<file path="config.mk">
export PLATFORM = sky130hd
export DESIGN_NAME = pipe_cla_addsub
export DESIGN_NICKNAME = d
export VERILOG_FILES = /design/src/rtl/pipe_cla_addsub.sv
export SDC_FILE = /design/constraint.sdc
export NUM_CORES = 1
export LEC_CHECK = 0
export BUFFER_PORTS_ARGS = -buffer_cell sky130_fd_sc_hd__buf_2
export CAP_MARGIN = 25
export CORE_MARGIN = 3
export CORE_UTILIZATION = 50
export CTS_BUF_LIST = sky130_fd_sc_hd__clkbuf_16
export CTS_CLUSTER_DIAMETER = 120
export DETAILED_ROUTE_END_ITERATION = 6
export PLACE_DENSITY = 0.79
export SETUP_SLACK_MARGIN = 0.2
export SLEW_MARGIN = 20
export SYNTH_ARGS = -nofsm -noshare
export SYNTH_HDL_FRONTEND = slang
export SYNTH_SLANG_ARGS = --single-unit
</file>
<file path="constraint.sdc">
create_clock -name clk -period 3 [get_ports clk]
set_input_delay 0.6 -clock clk [delete_from_list [all_inputs] [get_ports clk]]
set_output_delay 0.6 -clock clk [all_outputs]
set_load 0.05 [all_outputs]
</file>
<file path="src/rtl/pipe_cla_addsub.sv">
// Pipelined adder/subtractor: one 4-bit carry-lookahead group per stage, valid/ready handshake.
// Optional macro PIPE_CLA_SAT_EN saturates the sum on signed overflow (ovf/cout stay raw).
module pipe_cla_addsub #(
  parameter int WIDTH = 16
) (
  input  logic             clk,
  input  logic             rst_n,
  input  logic [WIDTH-1:0] a,
  input  logic [WIDTH-1:0] b,
  input  logic             cin,
  input  logic             sub,
  input  logic             in_valid,
  output logic             in_ready,
  output logic [WIDTH-1:0] sum,
  output logic             cout,
  output logic             ovf,
  output logic             zero,
  output logic             out_valid,
  input  logic             out_ready
);

  localparam int GROUPS = WIDTH / 4;

  // Returns {c4, c3, c2, c1, c0}; every carry is a flat sum of products.
  function automatic logic [4:0] cla4(input logic [3:0] g, input logic [3:0] p, input logic c0);
    logic [4:0] c;
    c[0] = c0;
    c[1] = g[0] | (p[0] & c0);
    c[2] = g[1] | (p[1] & g[0]) | (p[1] & p[0] & c0);
    c[3] = g[2] | (p[2] & g[1]) | (p[2] & p[1] & g[0]) | (p[2] & p[1] & p[0] & c0);
    c[4] = g[3] | (p[3] & g[2]) | (p[3] & p[2] & g[1]) | (p[3] & p[2] & p[1] & g[0])
         | (p[3] & p[2] & p[1] & p[0] & c0);
    return c;
  endfunction

  // A wrapped result with MSB set means the true value was positive.
  function automatic logic [WIDTH-1:0] saturate(input logic signed [WIDTH-1:0] raw, input logic ov);
    logic signed [WIDTH-1:0] smax;
    logic signed [WIDTH-1:0] smin;
    smax = {1'b0, {(WIDTH-1){1'b1}}};
    smin = ~smax;
    if (!ov) return raw;
    return raw[WIDTH-1] ? smax : smin;
  endfunction

  logic adv;

  assign in_ready = !(out_valid && !out_ready);
  assign adv      = in_ready;

  for (genvar k = 0; k < GROUPS; k++) begin : g_stage
    localparam int IW = WIDTH - 4*k;

    logic [IW-1:0]  a_in;
    logic [IW-1:0]  b_in;
    logic           c_in;
    logic           v_in;
    logic [4*k+3:0] s_nx;
    logic [3:0]     p4;
    logic [3:0]     g4;
    logic [4:0]     cl;
    logic [3:0]     gs;

    if (k == 0) begin : g_src
      assign a_in = a;
      assign b_in = b ^ {WIDTH{sub}};
      assign c_in = sub | cin;
      assign v_in = in_valid;
      assign s_nx = gs;
    end else begin : g_src
      assign a_in = g_stage[k-1].g_reg.a_q;
      assign b_in = g_stage[k-1].g_reg.b_q;
      assign c_in = g_stage[k-1].g_reg.c_q;
      assign v_in = g_stage[k-1].g_reg.v_q;
      assign s_nx = {gs, g_stage[k-1].g_reg.s_q};
    end

    assign g4 = a_in[3:0] & b_in[3:0];
    assign p4 = a_in[3:0] ^ b_in[3:0];
    assign cl = cla4(g4, p4, c_in);
    assign gs = p4 ^ cl[3:0];

    if (k < GROUPS-1) begin : g_reg
      logic [IW-5:0]  a_q;
      logic [IW-5:0]  b_q;
      logic [4*k+3:0] s_q;
      logic           c_q;
      logic           v_q;

      always_ff @(posedge clk) begin
        if (!rst_n)   v_q <= 1'b0;
        else if (adv) v_q <= v_in;
      end

      // ---- stage k -> k+1: unconsumed operand slices, low sum bits, group carry
      always_ff @(posedge clk) begin
        if (adv) begin
          a_q <= a_in[IW-1:4];
          b_q <= b_in[IW-1:4];
          s_q <= s_nx;
          c_q <= cl[4];
        end
      end
    end else begin : g_out
      logic             ovf_nx;
      logic [WIDTH-1:0] fin;

      assign ovf_nx = cl[4] ^ cl[3];
`ifdef PIPE_CLA_SAT_EN
      assign fin = saturate(s_nx, ovf_nx);
`else
      assign fin = s_nx;
`endif

      // ---- final stage -> output registers
      always_ff @(posedge clk) begin
        if (!rst_n) begin
          out_valid <= 1'b0;
          sum       <= '0;
          cout      <= 1'b0;
          ovf       <= 1'b0;
          zero      <= 1'b0;
        end else if (adv) begin
          out_valid <= v_in;
          sum       <= fin;
          cout      <= cl[4];
          ovf       <= ovf_nx;
          zero      <= (fin == '0);
        end
      end
    end
  end

endmodule

</file>
==> results of run 1 <==
[worst max-delay path: stages]
cell,delay (ns)
buf_2,0.10
nor2b_1,0.33
clkinv_2,0.12
buf_2,0.23
[power groups by stage]
| stage | sequential [mW] | clock [mW] | combinational [mW] |
|---|---|---|---|
| 2_1_floorplan | 1.98 | 0 | 0.249 |
| 3_3_place_gp | 1.84 | 0 | 0.521 |
| 3_5_place_dp | 1.85 | 0 | 0.536 |
| 4_1_cts | 1.82 | 1.13 | 0.540 |
| 5_1_grt | 1.84 | 1.20 | 0.589 |
| 6_report | 1.82 | 1.10 | 0.533 |
[final timing paths]
kind,start,slack [ns],to
setup / recovery,out_ready,1.02,in_ready
hold / removal,g_stage[1].g_reg.s_q[7],0.41,g_stage[2].g_reg.s_q[7]
setup reg to reg,g_stage[2].g_reg.a_q[0],1.30,zero
hold reg to reg,g_stage[1].g_reg.s_q[7],0.41,g_stage[2].g_reg.s_q[7]
[layer usage]
| layer | wire length (um) | track usage | part of all wire |
|---|---|---|---|
| met1 | 2540 | 0.180 | 0.46 |
| met2 | 2590 | 0.215 | 0.46 |
| met3 | 261 | 0.0288 | 0.047 |
| met4 | 185 | 0.0927 | 0.033 |
| met5 | 0 | 0 | 0 |
[per-stage QoR]
stage / utilization / total power [mW] / area [sq um] / worst slack, ns / hold WS [ns]
final: 0.618 / 3.45 / 4580 / 1.02 / 0.410
after global placement: 0.578 / 2.36 / 4280 / 0.704 / 0.402
after floorplan: - / 2.23 / 3890 / 0.386 / 0.400
after CTS: 0.618 / 3.49 / 4580 / 1.01 / 0.413
after global routing: 0.618 / 3.62 / 4580 / 0.913 / 0.419
after detailed placement: 0.578 / 2.38 / 4280 / 0.655 / 0.405
[logic make-up after synthesis]
logic type	count (synthesis)	synth area share
xor+xnor	26	0.0585
buf+inv	18	0.0212
flops	98	0.697
fa+ha+maj	20	0.0720
compound gates	46	0.0906
simple gates	52	0.0608
[registers in the layout, summed over array words and instances, names as in the netlist]
name / cells
g_stage.g_reg.s_q: 24
g_stage.g_reg.v_q: 3
g_stage.g_reg.a_q: 24
g_stage.g_reg.c_q: 3
cout: 1
out_valid: 1
zero: 1
g_stage.g_reg.b_q: 24
sum: 16
ovf: 1
[cells in the final DEF, fill, tap and decap left out, types with 2 or more instances in the layout]
cell	n
buf_2	58
a21oi_1	5
and3_1	2
nor3_1	2
buf_4	3
nor2_1	2
xnor2_1	4
and2_1	2
nor4_1	3
edfxtp_1	75
o21bai_1	2
clkbuf_16	9
clkinv_4	2
o21ai_0	4
clkinv_2	4
xor2_1	22
inv_1	8
o21ai_1	2
fa_1	4
a21o_1	7
a21boi_0	14
ha_1	16
nand2_1	35
dfxtp_1	23
[final cells by class]
type / count / area (sq um) / area share
timing repair buffer: 61 / 313 / 0.0683
sequential: 98 / 2710 / 0.593
tap: 99 / 124 / 0.0271
clock inverter: 7 / 70.1 / 0.0153
inverter: 9 / 35.0 / 0.00765
multi-input combinational: 144 / 1100 / 0.240
clock buffer: 9 / 225 / 0.0492
==> results.txt, run 1 <==
RD Place Congestion: 0.735
Post-route setup TNS: 0 ns
Initial core utilization: 0.525
Tightest Pin Transition: 0.574 ns
Synth top area cells: edfxtp_1 (58%), dfxtp_1 (12%), ha_1 (5.1%)
First drt pass iteration count: 4
Hold-fix buffers, CTS: 0
CP required: 2.40 ns
Max-Cap Viols: 0
Sequential Power Share: 0.527
Antenna violations before repair: 0
FMAX: 0.504 GHz
Area Growth Syn to Fin: 17.6%
Post-synth top cells: edfxtp_1 (75), nand2_1 (35), dfxtp_1 (23)
Reg2Reg Depth: 5
Root Driver: clkbuf_16
Via Count: 2,083
PostCTS Resize Cnt: 0
Worst setup SP type: primary input
CTS tree: built
Worst slew margin: 0.617
Critical path endpoint category: output pin
Clk sinks: 98
FFs w/ async S/R, synth: 0
Per-cell routed wire length: 13.1 um
DR vias/cell: 4.88
PD cells: 753 nW/um^2
Non-filler instance count after layout: 427
Total gr overflow: 0
Routed Antenna Nets: 0
Post-DP HPWL: 3940 um
IO Pins: 59
Seq/Total Area, Yosys: 0.697
Post-Syn Nets: 318
Htree depth: 3
Core Area: 7410 sq um
Combinational share of power: 0.155
CTS Buffer Depth: 2
Cell with the most instances after synthesis: edfxtp_1
Worst hold path type: flip-flop to flip-flop
Setup Fix Bufs, Post-CTS: 0
Clk_lat worst skew: 0.34 ns
Post-layout nets: 381
Final worst path period need: 1.98 ns
Clock transition at path regs: 0.06 ns
Area leader, netlist: edfxtp_1
Main synth FF type: edfxtp_1
Slew Viols, Final: 0
VDD IR max: 341 uV
RSZ-0062 raised after global routing: false
Flops & latches, synth: 98
Number of synthesized flops with an enable pin: 75
Largest net degree at the start of global routing: 54
WS Path Type: primary input to output pin
First-pass GRT wire length: 9320 um
Clk network pwr share: 0.319
Placed insts: 411
Final hold violations: 0
Vias in the first global route: 2,003
Final setup fails: 0
Status: finished clean
Skew final: 0.00720 ns
Switching share of power: 0.258
Worst EP arrival: 1.38 ns
Row cnt: 31
Ys Warns: 0
Pint: 2.56 mW
Diode count: 0
DR DRC count: 0
CP max FO: 3
Final period utilization: 0.661
Synthesized area: 3890 sq um
FILL cells: 568
Synth cell types: 41
Die extent in y: 94.2 um
DR iter-0 viols: 83
TritonCTS Buffers: 9
P_leak: 1.94 nW
Yosys top cell area share: 0.579
Die Width: 94.2 um
Synth Instances: 260
Total wire length: 5580 um
Layout cells sized above 1: 0.253
NetSw: 891 uW
I/O Buffers: 58
DIE AREA: 8880 sq um
Avg Cell Area, Syn: 15.0 sq um
Global-route usage over all layers: 0.140
WHS Path Cells: 0
Note: power is estimated with default switching activity, not from simulation.
==> run 2, diff against run 1 <==
==> constraint.sdc (replaced) <==
create_clock -name clk -period 1.85 [get_ports clk]
set_input_delay 0.37 -clock clk [delete_from_list [all_inputs] [get_ports clk]]
set_output_delay 0.37 -clock clk [all_outputs]
set_load 0.05 [all_outputs]
==> run 2 against run 1 <==
Wire length up 7.6%. Critical path depth increased by 2. Hold slack worse by 0.20 ns. Clock-buffer cell count stayed put. Sequential power increased by 62%. Via count increased by 2.4%. Register-to-register slack worse by 1.2 ns. Power increased by 65%. Utilization rose by 1.6 points. Sequential share of layout area down 1.5 points. Non-clock buffer count grew 10. Clock skew is 0.00051 ns lower. Largest power group unchanged.
==> results.txt, run 2 (synthesis results as in run 1) <==
Placed cell area: 4320 sq um
Routed Antenna Nets: 0
TritonCTS Buffers: 9
Clock transition at path regs: 0.07 ns
FMAX: 0.588 GHz
Area of the multi-input gates: 1130 sq um
P_leak: 2.00 nW
Layout cells sized above 1: 0.296
Vias in the first global route: 2,096
Max-Cap Viols: 0
Final setup fails: 0
Diode count: 0
IO Pins: 59
Power, Total: 5.69 mW
DR vias/cell: 4.88
Slew Viols, Final: 0
DIE AREA: 8880 sq um
RSZ-0062 raised after global routing: true
Placed insts: 414
PD cells: 1210 nW/um^2
Via Count: 2,132
Non-filler instance count after layout: 437
Die Width: 94.2 um
Row cnt: 31
I/O Buffers: 58
Tightest Pin Transition: 0.416 ns
Final worst slack: 0.150 ns
Initial core utilization: 0.525
RD Place Congestion: 0.798
Area Growth Syn to Fin: 20.7%
Die extent in y: 94.2 um
Root Driver: clkbuf_16
Final worst path period need: 1.70 ns
Htree depth: 3
Antenna violations before repair: 0
First drt pass iteration count: 4
Final period utilization: 0.919
WS Path Type: flip-flop to flip-flop
VDD IR max: 548 uV
Register area: 2710 sq um
Worst slew margin: 0.720
Finished layout cell area: 4700 sq um
DR iter-0 viols: 98
Final hold violations: 0
Post-route setup TNS: 0 ns
Worst EP arrival: 1.96 ns
FILL cells: 572
CTS tree: built
Core Area: 7410 sq um
Largest regs: g_stage.g_reg.a_q x24, g_stage.g_reg.b_q x24, g_stage.g_reg.s_q x24
Total gr overflow: 0
CTS Buffer Depth: 2
DR DRC count: 0
Most common cell after layout, fill and taps aside: edfxtp_1
Clk_lat worst skew: 0.33 ns
Post-DP HPWL: 3990 um
CP required: 2.11 ns
Crit-path cells: inv_2 > fa_1 > nor4bb_2 > and3_1 > o2111ai_2 > o21ai_1
Total wire length: 6010 um
Largest net degree at the start of global routing: 73
Hold Worst Slack: 0.206 ns
Status: finished clean
Worst hold path type: primary input to flip-flop
Slowest CP cell: fa_1
Clk sinks: 98
Skew final: 0.00669 ns
Worst setup SP type: flip-flop
CP max FO: 2
Core Util, Final: 0.634
First-pass GRT wire length: 9890 um
Worst slack, placed: 0.00243 ns
Max stage delay on crit path: 0.55 ns
Most frequent cells in the layout: edfxtp_1 (75), buf_2 (58), nand2_1 (35)
Global-route usage over all layers: 0.148
Per-cell routed wire length: 13.8 um
Critical path endpoint category: flip-flop
Post-layout nets: 391
==> run 2: routing by layer <==
layer  track usage  share of wire  vias up
met5             0              0        -
met4        0.0566          0.011        0
met3        0.0425          0.055        7
met2         0.224           0.48       52
met1         0.203           0.46      990
li1              -              -     1083
==> run 2: where the power goes <==
group | total (mW) | internal [mW] | switching, mW
Clock | 1.80 | 1.04 | 0.756
Combinational | 0.953 | 0.357 | 0.595
Sequential | 2.94 | 2.79 | 0.148
Total | 5.69 | 4.19 | 1.50
==> run 2: worst paths after layout <==
check | from | endpoint | slack, ns | depth (start not counted)
max reg2reg | g_stage[2].g_reg.a_q[0] | zero | 0.15 | 6
min reg2reg | g_stage[0].g_reg.b_q[10] | g_stage[1].g_reg.b_q[6] | 0.42 | 0
max | g_stage[2].g_reg.a_q[0] | zero | 0.15 | 6
min | a[4] | g_stage[0].g_reg.a_q[0] | 0.21 | 1
==> run 2: area by class of cell <==
class | instances | share of cell area
Multi-Input combinational cell | 144 | 0.242
Inverter | 9 | 0.00746
Clock inverter | 7 | 0.0141
Sequential cell | 98 | 0.577
Clock buffer | 9 | 0.0479
Timing Repair Buffer | 71 | 0.0852
Tap cell | 99 | 0.0264
==> run 2: repair_timing <==
action | CTS | global route
setup buffers | 2 | 5
hold buffers | 0 | 0
endpoints found under the setup margin | 7 | 9
cloned | 0 | 0
resized for setup | 3 | 6
pin swaps | 0 | 7
==> run 2: worst max-delay path: cells and delay by family, from the launching register on <==
kind                       cells  cell delay, ns
AOI/OAI and AO/OA              2            0.29
adders and majority gates      1            0.55
buffers and inverters          1            0.05
DFF                            1            0.36
and+or+nand+nor                2            0.39
